File: src/rtl/instr_loader_if.sv
// Load-side and processor-side signals of the instruction loader.
// master = board/processor side, slave = the loader itself.
interface instr_loader_if #(
    parameter int AW = 4
);
    logic          LOAD_START;
    logic          LOAD_VALID;
    logic [7:0]    LOAD_DATA;
    logic          LOAD_LAST;
    logic          LOAD_READY;
    logic [7:0]    PC;
    logic [7:0]    INSTR;
    logic          CPU_HOLD;
    logic [AW:0]   PROG_LEN;
    logic          RUNNING;
    logic          ERR;

    modport master (
        output LOAD_START, LOAD_VALID, LOAD_DATA, LOAD_LAST, PC,
        input  LOAD_READY, INSTR, CPU_HOLD, PROG_LEN, RUNNING, ERR
    );

    modport slave (
        input  LOAD_START, LOAD_VALID, LOAD_DATA, LOAD_LAST, PC,
        output LOAD_READY, INSTR, CPU_HOLD, PROG_LEN, RUNNING, ERR
    );
endinterface

File: src/rtl/instr_loader.sv
// Program RAM loader for the 8-bit core: clears RAM, takes a byte stream, then serves INSTR from PC.
// INSTR is combinational from PC; a byte is accepted only while LOAD_READY (LOAD state).
// Optional INSTR_LOADER_CHECKSUM_EN: final byte is a checksum, mismatch raises ERR and keeps the core held.
module instr_loader #(
    parameter int         DEPTH = 16,
    parameter int         AW    = 4,
    parameter logic [7:0] FILL  = 8'h00
) (
    input  logic           CLK,
    input  logic           RST,
    instr_loader_if.slave  bus
);
    typedef enum logic [1:0] {S_CLEAR, S_IDLE, S_LOAD, S_RUN} state_t;

    localparam logic [AW-1:0] LAST_IDX = AW'(DEPTH - 1);
    localparam logic [AW-1:0] PTR_ONE  = 1;
    localparam logic [AW:0]   LEN_ONE  = 1;

    state_t          state_q, state_d;
    logic [AW-1:0]   cptr_q, cptr_d;
    logic [AW-1:0]   wptr_q, wptr_d;
    logic [AW:0]     prog_len_q, prog_len_d;
    logic            pend_q, pend_d;
    logic            cpu_hold_q, cpu_hold_d;

    logic [7:0]      mem_q [DEPTH];
    logic            mem_we;
    logic [AW-1:0]   mem_waddr;
    logic [7:0]      mem_wdata;

`ifdef INSTR_LOADER_CHECKSUM_EN
    logic [7:0]      sum_q, sum_d;
    logic            err_q, err_d;
    logic [7:0]      sum_chk;
`endif

    always_ff @(posedge CLK or negedge RST) begin
        if (!RST) begin
            state_q    <= S_CLEAR;
            cptr_q     <= '0;
            wptr_q     <= '0;
            prog_len_q <= '0;
            pend_q     <= 1'b0;
            cpu_hold_q <= 1'b1;
        end else begin
            state_q    <= state_d;
            cptr_q     <= cptr_d;
            wptr_q     <= wptr_d;
            prog_len_q <= prog_len_d;
            pend_q     <= pend_d;
            cpu_hold_q <= cpu_hold_d;
        end
    end

`ifdef INSTR_LOADER_CHECKSUM_EN
    always_ff @(posedge CLK or negedge RST) begin
        if (!RST) begin
            sum_q <= 8'h00;
            err_q <= 1'b0;
        end else begin
            sum_q <= sum_d;
            err_q <= err_d;
        end
    end
`endif

    // RAM content survives reset; CLEAR sweeps it back to FILL.
    always_ff @(posedge CLK) begin
        if (mem_we) begin
            mem_q[mem_waddr] <= mem_wdata;
        end
    end

    always_comb begin
        state_d    = state_q;
        cptr_d     = cptr_q;
        wptr_d     = wptr_q;
        prog_len_d = prog_len_q;
        pend_d     = pend_q;
        mem_we     = 1'b0;
        mem_waddr  = wptr_q;
        mem_wdata  = bus.LOAD_DATA;
`ifdef INSTR_LOADER_CHECKSUM_EN
        sum_d      = sum_q;
        err_d      = bus.LOAD_START ? 1'b0 : err_q;
        sum_chk    = sum_q + bus.LOAD_DATA;
`endif
        case (state_q)
            S_CLEAR: begin
                mem_we    = 1'b1;
                mem_waddr = cptr_q;
                mem_wdata = FILL;
                cptr_d    = cptr_q + PTR_ONE;
                if (bus.LOAD_START) begin
                    pend_d = 1'b1;
                end
                if (cptr_q == LAST_IDX) begin
                    cptr_d     = '0;
                    pend_d     = 1'b0;
                    wptr_d     = '0;
                    prog_len_d = '0;
`ifdef INSTR_LOADER_CHECKSUM_EN
                    sum_d      = 8'h00;
`endif
                    state_d    = (pend_q || bus.LOAD_START) ? S_LOAD : S_IDLE;
                end
            end
            S_IDLE: begin
                if (bus.LOAD_START) begin
                    state_d    = S_LOAD;
                    wptr_d     = '0;
                    prog_len_d = '0;
`ifdef INSTR_LOADER_CHECKSUM_EN
                    sum_d      = 8'h00;
`endif
                end
            end
            S_LOAD: begin
                // A restart outranks a byte offered in the same cycle.
                if (bus.LOAD_START) begin
                    state_d    = S_CLEAR;
                    pend_d     = 1'b1;
                    cptr_d     = '0;
                    wptr_d     = '0;
                    prog_len_d = '0;
                end else if (bus.LOAD_VALID) begin
`ifdef INSTR_LOADER_CHECKSUM_EN
                    if (bus.LOAD_LAST) begin
                        state_d = (sum_chk == 8'h00) ? S_RUN : S_IDLE;
                        err_d   = (sum_chk != 8'h00);
                    end else begin
                        mem_we     = 1'b1;
                        wptr_d     = wptr_q + PTR_ONE;
                        prog_len_d = prog_len_q + LEN_ONE;
                        sum_d      = sum_chk;
                        if (wptr_q == LAST_IDX) begin
                            state_d = S_IDLE;
                            err_d   = 1'b1;
                        end
                    end
`else
                    mem_we     = 1'b1;
                    wptr_d     = wptr_q + PTR_ONE;
                    prog_len_d = prog_len_q + LEN_ONE;
                    if (bus.LOAD_LAST || (wptr_q == LAST_IDX)) begin
                        state_d = S_RUN;
                    end
`endif
                end
            end
            S_RUN: begin
                if (bus.LOAD_START) begin
                    state_d    = S_CLEAR;
                    pend_d     = 1'b1;
                    cptr_d     = '0;
                    wptr_d     = '0;
                    prog_len_d = '0;
                end
            end
            default: state_d = S_CLEAR;
        endcase
        cpu_hold_d = (state_d != S_RUN);
    end

    always_comb begin
        bus.LOAD_READY = (state_q == S_LOAD);
        bus.RUNNING    = (state_q == S_RUN);
        bus.CPU_HOLD   = cpu_hold_q;
        bus.PROG_LEN   = prog_len_q;
        // 9-bit unsigned compare so PROG_LEN == 256 is representable.
        if ((state_q == S_RUN) && ({1'b0, bus.PC} < 9'(prog_len_q))) begin
            bus.INSTR = mem_q[bus.PC[AW-1:0]];
        end else begin
            bus.INSTR = FILL;
        end
`ifdef INSTR_LOADER_CHECKSUM_EN
        bus.ERR = err_q;
`else
        bus.ERR = 1'b0;
`endif
    end
endmodule

File: src/flat_wrapper.sv
// flat-port wrapper written by rule: the top's interface ports become plain ports
module instr_loader_flat 
#(
    parameter int         DEPTH = 16,
    parameter int         AW    = 4,
    parameter logic [7:0] FILL  = 8'h00
)
  (CLK, RST, bus_LOAD_START, bus_LOAD_VALID, bus_LOAD_DATA, bus_LOAD_LAST, bus_PC, bus_LOAD_READY, bus_INSTR, bus_CPU_HOLD, bus_PROG_LEN, bus_RUNNING, bus_ERR);
  instr_loader_if #(.AW(AW)) bus_i ();
  input  logic CLK;
  input  logic RST;
  input wire logic [$bits(bus_i.LOAD_START)-1:0] bus_LOAD_START;
  input wire logic [$bits(bus_i.LOAD_VALID)-1:0] bus_LOAD_VALID;
  input wire logic [$bits(bus_i.LOAD_DATA)-1:0] bus_LOAD_DATA;
  input wire logic [$bits(bus_i.LOAD_LAST)-1:0] bus_LOAD_LAST;
  input wire logic [$bits(bus_i.PC)-1:0] bus_PC;
  output wire logic [$bits(bus_i.LOAD_READY)-1:0] bus_LOAD_READY;
  output wire logic [$bits(bus_i.INSTR)-1:0] bus_INSTR;
  output wire logic [$bits(bus_i.CPU_HOLD)-1:0] bus_CPU_HOLD;
  output wire logic [$bits(bus_i.PROG_LEN)-1:0] bus_PROG_LEN;
  output wire logic [$bits(bus_i.RUNNING)-1:0] bus_RUNNING;
  output wire logic [$bits(bus_i.ERR)-1:0] bus_ERR;
  assign bus_i.LOAD_START = bus_LOAD_START;
  assign bus_i.LOAD_VALID = bus_LOAD_VALID;
  assign bus_i.LOAD_DATA = bus_LOAD_DATA;
  assign bus_i.LOAD_LAST = bus_LOAD_LAST;
  assign bus_i.PC = bus_PC;
  assign bus_LOAD_READY = bus_i.LOAD_READY;
  assign bus_INSTR = bus_i.INSTR;
  assign bus_CPU_HOLD = bus_i.CPU_HOLD;
  assign bus_PROG_LEN = bus_i.PROG_LEN;
  assign bus_RUNNING = bus_i.RUNNING;
  assign bus_ERR = bus_i.ERR;
  instr_loader #(.DEPTH(DEPTH), .AW(AW), .FILL(FILL)) u_core (.CLK(CLK), .RST(RST), .bus(bus_i));
endmodule
File: config.mk
export PLATFORM = sky130hd
export DESIGN_NAME = instr_loader_flat
export DESIGN_NICKNAME = d
export VERILOG_FILES = /design/src/rtl/instr_loader_if.sv /design/src/rtl/instr_loader.sv /design/src/flat_wrapper.sv
export SDC_FILE = /design/constraint.sdc
export NUM_CORES = 1
export LEC_CHECK = 0
export ABC_AREA = 1
export CORE_AREA = 2 2 123 125
export CTS_BUF_LIST = sky130_fd_sc_hd__clkbuf_16
export DETAILED_ROUTE_END_ITERATION = 10
export DIE_AREA = 0 0 125 127
export SKIP_LAST_GASP = 1
export SLEW_MARGIN = 20
export SYNTH_ARGS = -nofsm -noshare
export SYNTH_HDL_FRONTEND = slang
export SYNTH_SLANG_ARGS = --single-unit
export TNS_END_PERCENT = 20
File: constraint.sdc
create_clock -name CLK -period 2.7 [get_ports CLK]
set_clock_uncertainty 0.2 [all_clocks]
set_input_delay 0.675 -clock CLK [delete_from_list [all_inputs] [get_ports CLK]]
set_output_delay 0.675 -clock CLK [all_outputs]
set_load 0.005 [all_outputs]
* Word level (Yosys, flattened, before mapping)
Memories as Yosys holds them, arrays and structs flattened.
Index checks and enable logic that the tools add are counted.
** Operators by class
- $add $sub $neg :: 3
- $lt $le $gt $ge :: 1
- Equality and inequality tests :: 10
- Muxes and demuxes :: 31
- Reduce and logical (&&, ||, !) cells :: 9
** Operator list (number)
- two-way mux 4 bit :: 6
- two-way mux 5 bit :: 4
- two-way mux 8 bit :: 2
- case mux 5 bit (3 select lines) :: 1
- two-way mux 2 bit :: 7
- case mux 4 bit (3 select lines) :: 1
- adder 4 x 1 -> 4 bit, second input constant :: 2
- == test 4 bit, second input constant :: 2
- < comparator 8 x 5 -> 1 bit :: 1
- case mux 2 bit (4 select lines) :: 1
- case mux 4 bit (2 select lines) :: 1
- two-way mux 1 bit :: 6
- != test 2 x 1 -> 1 bit, second input constant :: 3
- adder 5 x 1 -> 5 bit, second input constant :: 1
- == test 2 bit, second input constant :: 2
- case mux 1 bit (2 select lines) :: 2
- OR reduction 2 bit :: 2
- != test 3 bit, second input constant :: 1
- AND reduction 3 bit :: 1
- == test 2 x 1 -> 1 bit, second input constant :: 1
- logical NOT 2 bit :: 1
- logical OR 1 bit :: 2
- != test 2 bit, second input constant :: 1
- AND reduction 2 bit :: 1
- 2 further kinds :: 2
** Word-level totals
- Flip-flop bits (word level) :: 17
- RAM bits :: 128
- Bits of input ports :: 21
- Output and inout bits :: 17
- Word-level logic and storage cells :: 61
- Memories :: 1
** Memories
- u_core.mem_q :: depth 16, bits a word 8, rd ports 1, clocked after Yosys merged registers in 0, write ports 1, RTL line instr_loader.sv:26 : logic [7:0] mem_q [DEPTH];

* Longest topological paths before layout
Gate-level depths: netlist of the first run.
- Word-level depth :: 7
- Depth in mapped cells :: 10
- Gate-level depth less buffers :: 9

* Worst setup path before layout of the first run
No wires, ideal clock.
- Path kind :: input to output
- Start :: input bus_PC[1]
- End :: output bus_INSTR[6]
- Arrival :: 1492 ps
- Data required time :: 1825 ps
- Path slack :: 333 ps
- Stages :: 7
- Path buffers :: 0
- Path through :: ha_1 a21boi_0 o21bai_1 nand2_1 nand2_1 nand2_2 nor2_1
** Between the ends
- Word-level cells in the longest chain between the ends :: 3
- Elaborated cells between the ends (all ways) :: 4
- Classes of those cells :: 1 x order compare; 1 x mux; 1 x reduce/logical; 1 x memory
** RTL lines
- from (decl) :: RTL line flat_wrapper.sv:16 : input wire logic [$bits(bus_i.PC)-1:0] bus_PC;
- < comparator 8 x 5 -> 1 bit :: RTL line instr_loader.sv:171 : if ((state_q == S_RUN) && ({1'b0, bus.PC} < 9'(prog_len_q))) begin
- logical AND 1 bit :: RTL line instr_loader.sv:171
- two-way mux 8 bit (*) :: RTL line instr_loader.sv:171
- to (decl) :: RTL line flat_wrapper.sv:18 : output wire logic [$bits(bus_i.INSTR)-1:0] bus_INSTR;
Mark *: on every way between the ends. The rest lies on a longest branch, timed or not.

* Final worst setup path of the first run
- Start :: register u_core.prog_len_q[1], in the netlist u_core.bus.PROG_LEN[1]
- End :: output bus_INSTR[3]
** Between the ends
- Word-level cells in the longest chain between the ends :: 3
** RTL lines
- from (decl) :: RTL line instr_loader.sv:22 : logic [AW:0] prog_len_q, prog_len_d;
- from (signal assigned) :: RTL line instr_loader.sv:49 : prog_len_q <= prog_len_d;
- < comparator 8 x 5 -> 1 bit :: RTL line instr_loader.sv:171
- logical AND 1 bit :: RTL line instr_loader.sv:171
- two-way mux 8 bit :: RTL line instr_loader.sv:171
No other way between the ends.

==> results of run 1 <==
[final timing paths]
path / start / slack, ps / cells after the start / end
setup / recovery: u_core.bus.PROG_LEN[1] / -120 / 10 / bus_INSTR[3]
hold / removal: u_core.pend_q / 310 / 2 / u_core.pend_q
setup reg to reg: u_core.state_q[0] / 620 / 7 / u_core.mem_q[12][5]
hold reg to reg: u_core.pend_q / 310 / 2 / u_core.pend_q
max in group asynchronous: RST / 1670 / 2 / u_core.bus.CPU_HOLD
min in group asynchronous: RST / 380 / 2 / u_core.pend_q
[metrics by stage]
stage               instances  util, %  total power, mW  worst slack (ps)
floorplan                 601        -             4.32               333
global placement          843     50.6             4.99              -777
detailed placement        843     50.6             5.03              -802
CTS                       881     55.0             7.24              -147
global route              881     55.3             7.57              -199
finish                    881     55.3             7.19              -116
[cells in the mapped netlist (all sizes together), types with 2 or more instances]
master / n
edfxtp: 128
dfrtp: 16
o21ai: 13
nand2: 172
ha: 7
clkbuf: 4
buf: 24
nand3b: 3
nand3: 120
inv: 45
xor2: 4
nor2: 43
a21oi: 8
o22ai: 2
[layer usage]
metal / up-vias / GRT usage (%) / part of all wire (%)
met5: - / 0 / 0
met4: 0 / 6.86 / 1.5
met3: 19 / 5.19 / 6.6
met2: 119 / 33.6 / 48
met1: 2186 / 26.1 / 44
li1: 2213 / - / -
[state kept, by name, indices dropped and copies added (netlist names)]
name                 cells
u_core.pend_q            1
u_core.wptr_q            4
u_core.state_q           2
u_core.mem_q           128
u_core.bus.PROG_LEN      5
u_core.bus.CPU_HOLD      1
u_core.cptr_q            4
[cells by family after synthesis]
logic type                 after synthesis  share of synthesized area (%)
other                                    1                         0.0583
and+or+nand+nor                        342                           23.9
xor gates and xnor gates                 4                          0.544
adders and majority gates                7                           1.36
buffers and inverters                   73                           4.82
AOI/OAI and AO/OA                       29                           2.96
DFF                                    145                           66.4
[layout make-up]
type | instances | area (sq um)
Clock buffer | 17 | 425
Clock inverter | 15 | 126
Fill cell | 1247 | 6450
Inverter | 45 | 169
Multi-Input combinational cell | 383 | 1950
Sequential cell | 145 | 4270
Tap cell | 184 | 230
Timing Repair Buffer | 92 | 798
[power by group through the flow]
| stage | clock network [mW] | logic [mW] | registers (mW) |
|---|---|---|---|
| 6_report | 2.18 | 1.76 | 3.24 |
| 5_1_grt | 2.31 | 1.98 | 3.28 |
| 3_5_place_dp | 0 | 1.75 | 3.28 |
| 2_1_floorplan | 0 | 1.06 | 3.26 |
| 3_3_place_gp | 0 | 1.73 | 3.27 |
| 4_1_cts | 2.22 | 1.78 | 3.24 |
[critical path: cells and delay by family, from the launching register on]
kind                       cells  cell delay (ps)
DFF                            1              390
buffers and inverters          3              360
and+or+nand+nor                4              320
AOI/OAI and AO/OA              2              260
adders and majority gates      1              190
[what timing repair did]
action                     in CTS  in global routing
pin swaps                      11                  7
setup buffers                   7                  0
gates resized for setup        64                  9
setup endpoints to repair       8                  8
==> flow_summary_export.csv, run 1 <==
group,metric,value,unit
die,num_rows,44,
power_and_ir_drop,p_per_area,902,nW/um^2
cts,htree_num_levels,4,
placed_design,port_buffers,36,
route,drt-wirelength-per-cell,16.9,um
final_layout,layout.cells.most_common,"nand2_1",
power_and_ir_drop,intPower,5.03,mW
power_and_ir_drop,clkPwrFrac,30.4,%
synth,ys_types,40,
final_layout,layout.nets,712,
timing,finalHoldViolations,0,
power_and_ir_drop,p_leak,3.22,nW
route,remaining_drc_errors,0,
timing,max_clock_freq,355,MHz
final_layout,antenna_cells,0,
route,drt_wl_total,14900,um
cts,cts_buffers,17,
global_route,antenna_found_initial,0,
power_and_ir_drop,seqPwrFrac,45.1,%
setup_path,worstSetupPathType,"flip-flop to primary output",
die,io_pins,38,
timing,fin_ws,-116,ps
synth,synth_edf_count,128,
synth,synthesis.nets,629,
global_route,grt_use_total,20.2,%
synth,netlist_top_cells_area,"edfxtp_1 (60%), nand2_1 (9.7%), nand3_1 (9.3%)",
power_and_ir_drop,ir_drop,513,uV
power_and_ir_drop,pwr-share-comb,24.5,%
worst_hold_path,hold_path.class,"flip-flop to flip-flop",
cts,cts_tree,"built",
placed_design,place_area,7300,sq um
global_route,grt_overflow,0,
flow_run,drv_cap,0,
setup_path,critPathLaunchType,"flip-flop",
global_route,grt_max_degree,65,
final_layout,fin_area,7970,sq um
cts,clk_latency,420,ps
final_layout,mostFrequentLayoutCells,"nand2_1 (165), edfxtp_1 (128), nand3_1 (118)",
synth,async_reset_ff_share,11.7,%
status,outcome,"finished with violations",
route,drt_iter0_drc,347,
final_layout,area_delta_synth_final,23.9,%
global_route,grt_pass1_wl,24600,um
synth,syn_avg_cell_area,10.7,sq um
die,die_h,127,um
route,drt_first_pass_iters,5,
setup_path,slowest_stage,"dfrtp_1",
setup_path,cp.required,1820,ps
cts,clock_sinks,145,
status,violations,"setup timing",
cts,cts_buffer_depth,2,
setup_path,crit_fanout,4,
route,vias,4537,
power_and_ir_drop,switching_share,30.0,%
placed_design,dp_hpwl,9650,um
synth,yosysSeqAreaShare,66.4,%
setup_path,cp.arrival,1940,ps
timing,fin_crit_sh,104,%
setup_path,slowest_delay,390,ps
synth,synth-seq-cells,145,
timing,maxSlewViolCount,0,
power_and_ir_drop,switchingPower,2.16,mW
die,initial_core_util,44.6,%
timing,rsz0062_at_grt,"yes",
timing,fin_crit,2820,ps
synth,syn_inst,601,
final_layout,drive_gt1_share,18.4,%
timing,finalSetupViolations,8,
synth,synth_top_area_share,59.7,%
cts,cts_root_buf,"clkbuf_16",
synth,ys.flop_type,"edfxtp_1",
setup_path,end_kind,"primary output",
timing,whs,312,ps
route,vias_per_cell,5.15,
cts,clk_pin_slew,60,ps
placed_design,gp_congestion,0.769,
die,coreArea,14400,sq um
synth,netlist_area,6430,sq um
route,ant_nets,0,
global_route,grt_pass1_vias,4731,
die,die_area,15900,sq um
synth,yosysTopAreaCell,"edfxtp_1",
setup_path,cp_cell_sequence,"inv_2, ha_4, a21boi_2, o21bai_1, nand2_1, nand2_2, nand2_4, buf_6, nor2_2, buf_2",
die,die_w,125,um
timing,fin_setup_tns,-810,ps
synth,ys_warn_count,0,
cts,cts.hold.buffers_added,0,
Note: power is estimated with default switching activity, not from simulation.
==> inputs of run 2 (changes only) <==
--- a/config.mk
+++ b/config.mk
@@ -11,7 +11,7 @@
 export DETAILED_ROUTE_END_ITERATION = 10
 export DIE_AREA = 0 0 125 127
 export SKIP_LAST_GASP = 1
-export SLEW_MARGIN = 20
+export SLEW_MARGIN = 15
 export SYNTH_ARGS = -nofsm -noshare
 export SYNTH_HDL_FRONTEND = slang
 export SYNTH_SLANG_ARGS = --single-unit
==> results of run 2 <==
The final DEF is identical to that of run 1; final timing and power are the same.
